==> config.mk <==
export PLATFORM = sky130hd
export DESIGN_NAME = ysyx_22050710_mdu
export DESIGN_NICKNAME = d
export VERILOG_FILES = /design/src/rtl/ysyx_22050710_mdu_pkg.sv /design/src/rtl/ysyx_22050710_mdu_signfix.sv /design/src/rtl/ysyx_22050710_mdu.sv
export SDC_FILE = /design/constraint.sdc
export NUM_CORES = 2
export LEC_CHECK = 0
export CELL_PAD_IN_SITES_DETAIL_PLACEMENT = 1
export CELL_PAD_IN_SITES_GLOBAL_PLACEMENT = 2
export CORE_MARGIN = 2
export CORE_UTILIZATION = 36
export DETAILED_ROUTE_END_ITERATION = 16
export GPL_TIMING_DRIVEN = 1
export PLACE_DENSITY = 0.91
export SLEW_MARGIN = 20
export SYNTH_ARGS = -nofsm -noshare
export SYNTH_HDL_FRONTEND = slang
export SYNTH_SLANG_ARGS = --single-unit
==> constraint.sdc <==
create_clock -name i_clk -period 14.2 [get_ports i_clk]
set_clock_uncertainty 0.1 [all_clocks]
set_input_delay 3.55 -clock i_clk [delete_from_list [all_inputs] [get_ports i_clk]]
set_output_delay 3.55 -clock i_clk [all_outputs]
set_load 0.02 [all_outputs]
==> src/rtl/ysyx_22050710_mdu_pkg.sv <==
// ysyx_22050710_mdu_pkg: op codes, FSM states and sizing helpers for the multiply/divide unit
package ysyx_22050710_mdu_pkg;
    localparam logic [2:0] MDU_MUL    = 3'b000;
    localparam logic [2:0] MDU_MULH   = 3'b001;
    localparam logic [2:0] MDU_MULHSU = 3'b010;
    localparam logic [2:0] MDU_MULHU  = 3'b011;
    localparam logic [2:0] MDU_DIV    = 3'b100;
    localparam logic [2:0] MDU_DIVU   = 3'b101;
    localparam logic [2:0] MDU_REM    = 3'b110;
    localparam logic [2:0] MDU_REMU   = 3'b111;

    localparam int MDU_XLEN  = 64;
    localparam int MDU_CNT_W = $clog2(MDU_XLEN) + 1;

    typedef enum logic [1:0] {
        S_IDLE = 2'd0,
        S_CALC = 2'd1,
        S_DONE = 2'd2
    } state_t;

    function automatic int mdu_cnt_w(input int xlen);
        return $clog2(xlen) + 1;
    endfunction
endpackage

==> src/rtl/ysyx_22050710_mdu_signfix.sv <==
// ysyx_22050710_mdu_signfix: operand magnitude/sign extraction and final negation plus word sign-extension
module ysyx_22050710_mdu_signfix
    import ysyx_22050710_mdu_pkg::*;
#(
    parameter int XLEN = MDU_XLEN
) (
    input  logic [2:0]        op,
    input  logic              word,
    input  logic [XLEN-1:0]   a,
    input  logic [XLEN-1:0]   b,
    output logic [XLEN-1:0]   mag_a,
    output logic [XLEN-1:0]   mag_b,
    output logic [XLEN-1:0]   a_ext,
    output logic              sign_a,
    output logic              sign_b,
    input  logic [2:0]        r_op,
    input  logic              r_word,
    input  logic              r_sign_a,
    input  logic              r_sign_b,
    input  logic [2*XLEN-1:0] acc,
    output logic [XLEN-1:0]   result
);
    localparam int H = XLEN / 2;

    logic              sa_en, sb_en, neg, hi;
    logic [XLEN-1:0]   a_w, b_w, sel;
    logic [2*XLEN-1:0] raw, fixed;

    assign sa_en  = op == MDU_MULH || op == MDU_MULHSU || op == MDU_DIV || op == MDU_REM;
    assign sb_en  = op == MDU_MULH || op == MDU_DIV || op == MDU_REM;
    assign a_w    = word ? {{H{sa_en & a[H-1]}}, a[H-1:0]} : a;
    assign b_w    = word ? {{H{sb_en & b[H-1]}}, b[H-1:0]} : b;
    assign sign_a = sa_en & a_w[XLEN-1];
    assign sign_b = sb_en & b_w[XLEN-1];
    assign mag_a  = sign_a ? -a_w : a_w;
    assign mag_b  = sign_b ? -b_w : b_w;
    assign a_ext  = word ? {{H{a[H-1]}}, a[H-1:0]} : a;

    // acc holds the full product, or {quotient, remainder} for divides
    assign raw    = !r_op[2] ? acc : {{XLEN{1'b0}}, r_op[1] ? acc[XLEN-1:0] : acc[2*XLEN-1:XLEN]};
    assign neg    = r_op[2] & r_op[1] ? r_sign_a : r_sign_a ^ r_sign_b;
    assign fixed  = neg ? -raw : raw;
    assign hi     = !r_op[2] && r_op[1:0] != 2'b00;
    assign sel    = !hi ? fixed[XLEN-1:0] : r_word ? {{H{1'b0}}, fixed[XLEN-1:H]} : fixed[2*XLEN-1:XLEN];
    assign result = r_word ? {{H{sel[H-1]}}, sel[H-1:0]} : sel;
endmodule

==> src/rtl/ysyx_22050710_mdu.sv <==
// ysyx_22050710_mdu: iterative radix-2 RV64M multiply/divide unit with valid/ready handshakes and flush
module ysyx_22050710_mdu
    import ysyx_22050710_mdu_pkg::*;
#(
    parameter int XLEN = MDU_XLEN
) (
    input  logic            i_clk,
    input  logic            i_rst,
    input  logic            i_valid,
    output logic            o_ready,
    input  logic [2:0]      i_op,
    input  logic            i_word,
    input  logic [XLEN-1:0] i_a,
    input  logic [XLEN-1:0] i_b,
    input  logic            i_flush,
    output logic            o_valid,
    input  logic            i_ready,
    output logic [XLEN-1:0] o_result
);
    localparam int H  = XLEN / 2;
    localparam int CW = mdu_cnt_w(XLEN);
    localparam logic [XLEN-1:0] MIN_D = {1'b1, {(XLEN-1){1'b0}}};
    localparam logic [XLEN-1:0] MIN_W = MIN_D >> H;

    state_t            state, nxt;
    logic [CW-1:0]     cnt;
    logic [2*XLEN-1:0] acc, acc_n;
    logic [XLEN-1:0]   opb, sh, sh_src, mag_a, mag_b, a_ext, fix_res, spec_val;
    logic [XLEN:0]     t, d;
    logic [2:0]        op_r;
    logic              word_r, sa_r, sb_r, sign_a, sign_b, accept, div0, ovf, special;

    ysyx_22050710_mdu_signfix #(.XLEN(XLEN)) u_signfix (
        .op(i_op), .word(i_word), .a(i_a), .b(i_b),
        .mag_a(mag_a), .mag_b(mag_b), .a_ext(a_ext), .sign_a(sign_a), .sign_b(sign_b),
        .r_op(op_r), .r_word(word_r), .r_sign_a(sa_r), .r_sign_b(sb_r),
        .acc(acc_n), .result(fix_res)
    );

    assign accept   = state == S_IDLE && i_valid && !i_flush;
    assign div0     = i_op[2] && mag_b == '0;
    assign ovf      = (i_op == MDU_DIV || i_op == MDU_REM) && sign_a && sign_b &&
                      mag_b == XLEN'(1) && mag_a == (i_word ? MIN_W : MIN_D);
    assign special  = div0 || ovf;
    assign spec_val = i_op[1] ? (ovf ? '0 : a_ext) : (div0 ? '1 : a_ext);
    // word operands are pre-aligned to the top so W iterations consume exactly W bits
    assign sh_src   = i_op[2] ? mag_a : mag_b;

    always_comb begin
        t     = {acc[XLEN-1:0], sh[XLEN-1]};
        d     = t - {1'b0, opb};
        acc_n = op_r[2] ? {acc[2*XLEN-2:XLEN], ~d[XLEN], d[XLEN] ? t[XLEN-1:0] : d[XLEN-1:0]}
                        : {acc[2*XLEN-2:0], 1'b0} + {{XLEN{1'b0}}, sh[XLEN-1] ? opb : '0};
    end

    always_ff @(posedge i_clk or posedge i_rst) begin
        if (i_rst) state <= S_IDLE;
        else       state <= nxt;
    end

    always_comb begin
        nxt = state;
        case (state)
            S_IDLE:  nxt = accept ? (special ? S_DONE : S_CALC) : S_IDLE;
            S_CALC:  nxt = i_flush ? S_IDLE : cnt == CW'(1) ? S_DONE : S_CALC;
            S_DONE:  nxt = i_flush || i_ready ? S_IDLE : S_DONE;
            default: nxt = S_IDLE;
        endcase
    end

    always_comb begin
        o_ready = state == S_IDLE;
        o_valid = state == S_DONE;
    end

    always_ff @(posedge i_clk or posedge i_rst) begin
        if (i_rst) begin
            op_r     <= '0;
            word_r   <= 1'b0;
            sa_r     <= 1'b0;
            sb_r     <= 1'b0;
            opb      <= '0;
            sh       <= '0;
            acc      <= '0;
            cnt      <= '0;
            o_result <= '0;
        end else if (accept) begin
            op_r   <= i_op;
            word_r <= i_word;
            sa_r   <= sign_a;
            sb_r   <= sign_b;
            opb    <= i_op[2] ? mag_b : mag_a;
            sh     <= i_word ? {sh_src[H-1:0], {H{1'b0}}} : sh_src;
            acc    <= '0;
            cnt    <= i_word ? CW'(H) : CW'(XLEN);
            if (special) o_result <= spec_val;
        end else if (state == S_CALC && !i_flush) begin
            acc <= acc_n;
            sh  <= sh << 1;
            cnt <= cnt - CW'(1);
            if (cnt == CW'(1)) o_result <= fix_res;
        end
    end
endmodule

==> results.ini <==
[timing]
fin_crit_ns = 10.0
maxSlewViolCount = 0
finalSetupViolations = 0
finalHoldViolCount = 0
slew-limit-headroom = 0.128
tightest_slew_ns = 1.30
post-route-period-util = 0.704
whs_ns = 0.388
max_freq_ghz = 0.100
fin_setup_tns_ns = 0
rsz0062_at_grt = no

[floorplan]
rows = 123
boundaryPins = 203
die_h_um = 341
coreArea_um2 = 112000
initial_core_util = 0.363
die_area_um2 = 116000
fp.dieW_um = 341

[synth]
ys_ff_latch = 334
yosysWarnings = 0
synth.distinct_cells = 99
syn-num-nets = 6229
syn-instance-count = 5955
syn-cell-area_um2 = 40900
synthArstFlopShare = 1.00
synth.avg_cell_area_um2 = 6.86
synth_edf_count = 0
yosysSeqAreaShare = 0.204
ys.flop_type = dfrtp_1

[route]
drc = 0
num_vias = 52000
drt_iter0_drc = 7170
ant_nets = 0
wl_per_cell_um = 36.1
dr.pass1.iters = 7
wirelength_mm = 269
post_drt_via_cell_ratio = 6.99

[placement]
place.gp.congestion = 1.08
post_dp_cell_area_um2 = 44300
portBuffers = 202
dp.final_hpwl_mm = 215
placed_cells = 7352

[min_path]
hp-class = reg -> reg

[critical_path]
end_kind = register
worstSetupStartpointType = primary input
worst-path-max-fanout = 66
rr_startpoint = sh[63]
crit_type = in -> reg
reg2reg_to = o_result[61]
critPathArrivalTime_ns = 10.41
crit_required_ns = 14.62
startpoint = i_b[27]
rrSetupSlack_ns = 4.22
critPathMaxStageDelay_ns = 0.67
path_cells = clkdlybuf4s50_1 -> or4_1 -> nor4_1 -> nand4_1 -> o31ai_1 -> mux2_2 -> or4_1 -> nor4_1 -> nand4b_1 -> nand4b_1 -> nor4b_2 -> nor2_1 -> o21ai_4 -> buf_4 -> nand2_1 -> o21ai_0 -> o21ai_0 -> a221o_1
reg2reg_depth = 22
cp-endpoint = o_result[21]
critPathSlowestCell = nor4b_2

[cells_and_area]
area_delta_synth_final_pct = 12.3
layout_common_cells = nand2_1 (832), nor2_1 (637), a21oi_1 (553)
fin_nets = 6172
layout-drive-gt1-share = 0.0560
fin_cells = 7442
fin_area_um2 = 45900
layout_commonest_cell = nand2_1
post-route-util = 0.408

[status]
outcome = completed

[clocking]
cts_buffer_depth = 3
h-tree-depth = 2
cts_resized = 0
clk_pin_slew_ns = 0.06
clock_sinks = 334
ctsHoldBuffers = 0
cts_tree = built
cts-buffers-inserted = 44
clock_latency_ns = 0.67
post-cts-setup-buffer-count = 0
root_buffer = clkbuf_16

[global_routing]
grt_pass1_wl_mm = 376
groute.usage.overall = 0.445
overflow = 0
grt_pass1_vias = 49600
grt_max_degree = 149
antenna_found_initial = 14

[job]
maxCapViolations = 0

[power]
p_leak_nw = 17.7
pwr_density_cell_nw_per_um2 = 236
ir_worst_vdd_mv = 0.154

synthesized netlist by cell type, types with 27 or more instances:
library cell	number	area, µm²
or3_1	54	338
a221oi_1	30	263
or2_2	31	194
mux2i_1	101	1010
and4_1	35	307
and3_1	51	319
nand4_1	119	744
o31ai_1	44	330
o211ai_1	83	623
inv_1	128	480
nand2b_1	27	169
o21a_1	60	450
a21o_1	59	443
nor2_1	642	2410
nor2b_1	37	231
o22ai_1	35	219
a21oi_1	555	2780
nor3_1	182	911
nand3_1	167	836
o21ai_0	521	2610
a31oi_1	136	851
clkbuf_1	376	1410
nand2_1	834	3130
and2_1	48	300
a211oi_1	88	661
dfrtp_1	334	8360
xor2_1	153	1340
ha_1	135	1690
xnor2_1	192	1680
buf_1	42	158
a22o_1	44	385
or4_1	30	225
nor4_1	92	576
critical path, delay by kind of cell:
family / cells / cell delay [ns]
simple gates: 10 / 4.08
buf+inv: 2 / 1.24
compound gates: 5 / 1.13
mux: 1 / 0.41
worst min path at each step:
stage / depth (start not counted) / end / from
final: 2 / opb[4] / opb[4]
after global routing: 2 / opb[48] / opb[48]
after CTS: 2 / opb[63] / opb[63]
after detailed placement: 2 / opb[42] / opb[42]
after global placement: 2 / opb[17] / opb[17]
after floorplan: 2 / sb_r / sb_r
routing by layer:
| metal | up-vias | track usage | routed length, µm |
|---|---|---|---|
| li1 | 21900 | - | - |
| met3 | 751 | 0.114 | 29400 |
| met5 | - | 0 | 58 |
| met1 | 26000 | 0.576 | 106000 |
| met4 | 10 | 0.285 | 20900 |
| met2 | 3328 | 0.657 | 112000 |
cell families (layout without fill, tap and decap cells):
| family | after synthesis | after routing | synth area share |
|---|---|---|---|
| XOR/XNOR | 345 | 345 | 0.0739 |
| AO/OA/AOI/OAI | 2017 | 2017 | 0.315 |
| AND/OR/NAND/NOR | 2437 | 2437 | 0.281 |
| flip-flops | 334 | 334 | 0.204 |
| adder cells (fa/ha/maj) | 137 | 137 | 0.0423 |
| other | 0 | 9 | 0 |
| multiplexers | 126 | 126 | 0.0316 |
| buffers and inverters | 559 | 537 | 0.0518 |
through the flow:
| stage | power [mW] | worst slack [ns] |
|---|---|---|
| finish | 10.8 | 4.20 |
| global route | 11.1 | 3.73 |
| CTS | 10.3 | 4.41 |
| detailed placement | 9.04 | 3.77 |
| global placement | 8.99 | 4.01 |
| floorplan | 5.72 | 1.30 |
power breakdown:
part	leakage, nW	internal (mW)	switching, mW
Clock	0.764	0.715	0.550
Sequential	4.33	1.25	0.410
Combinational	12.6	2.17	5.75
Total	17.7	4.13	6.71
state kept, by name, summed over array words and instances (netlist names):
signal    flops
acc         127
cnt           7
o_result     64
op_r          3
opb          64
sa_r          1
sb_r          1
sh           64
state         2
word_r        1
final cells by class:
class                   count  area, µm²
fillers                 14300      66600
multi-input cells        5062      30600
flip-flops and latches    334       8360
repair buffers            325       2990
well taps                1500       1880
clock buffers              57       1230
inverters                 131        500
clock inverters            24        350
diodes                      9       22.5
No activity file was read; power rests on OpenSTA's default activity.
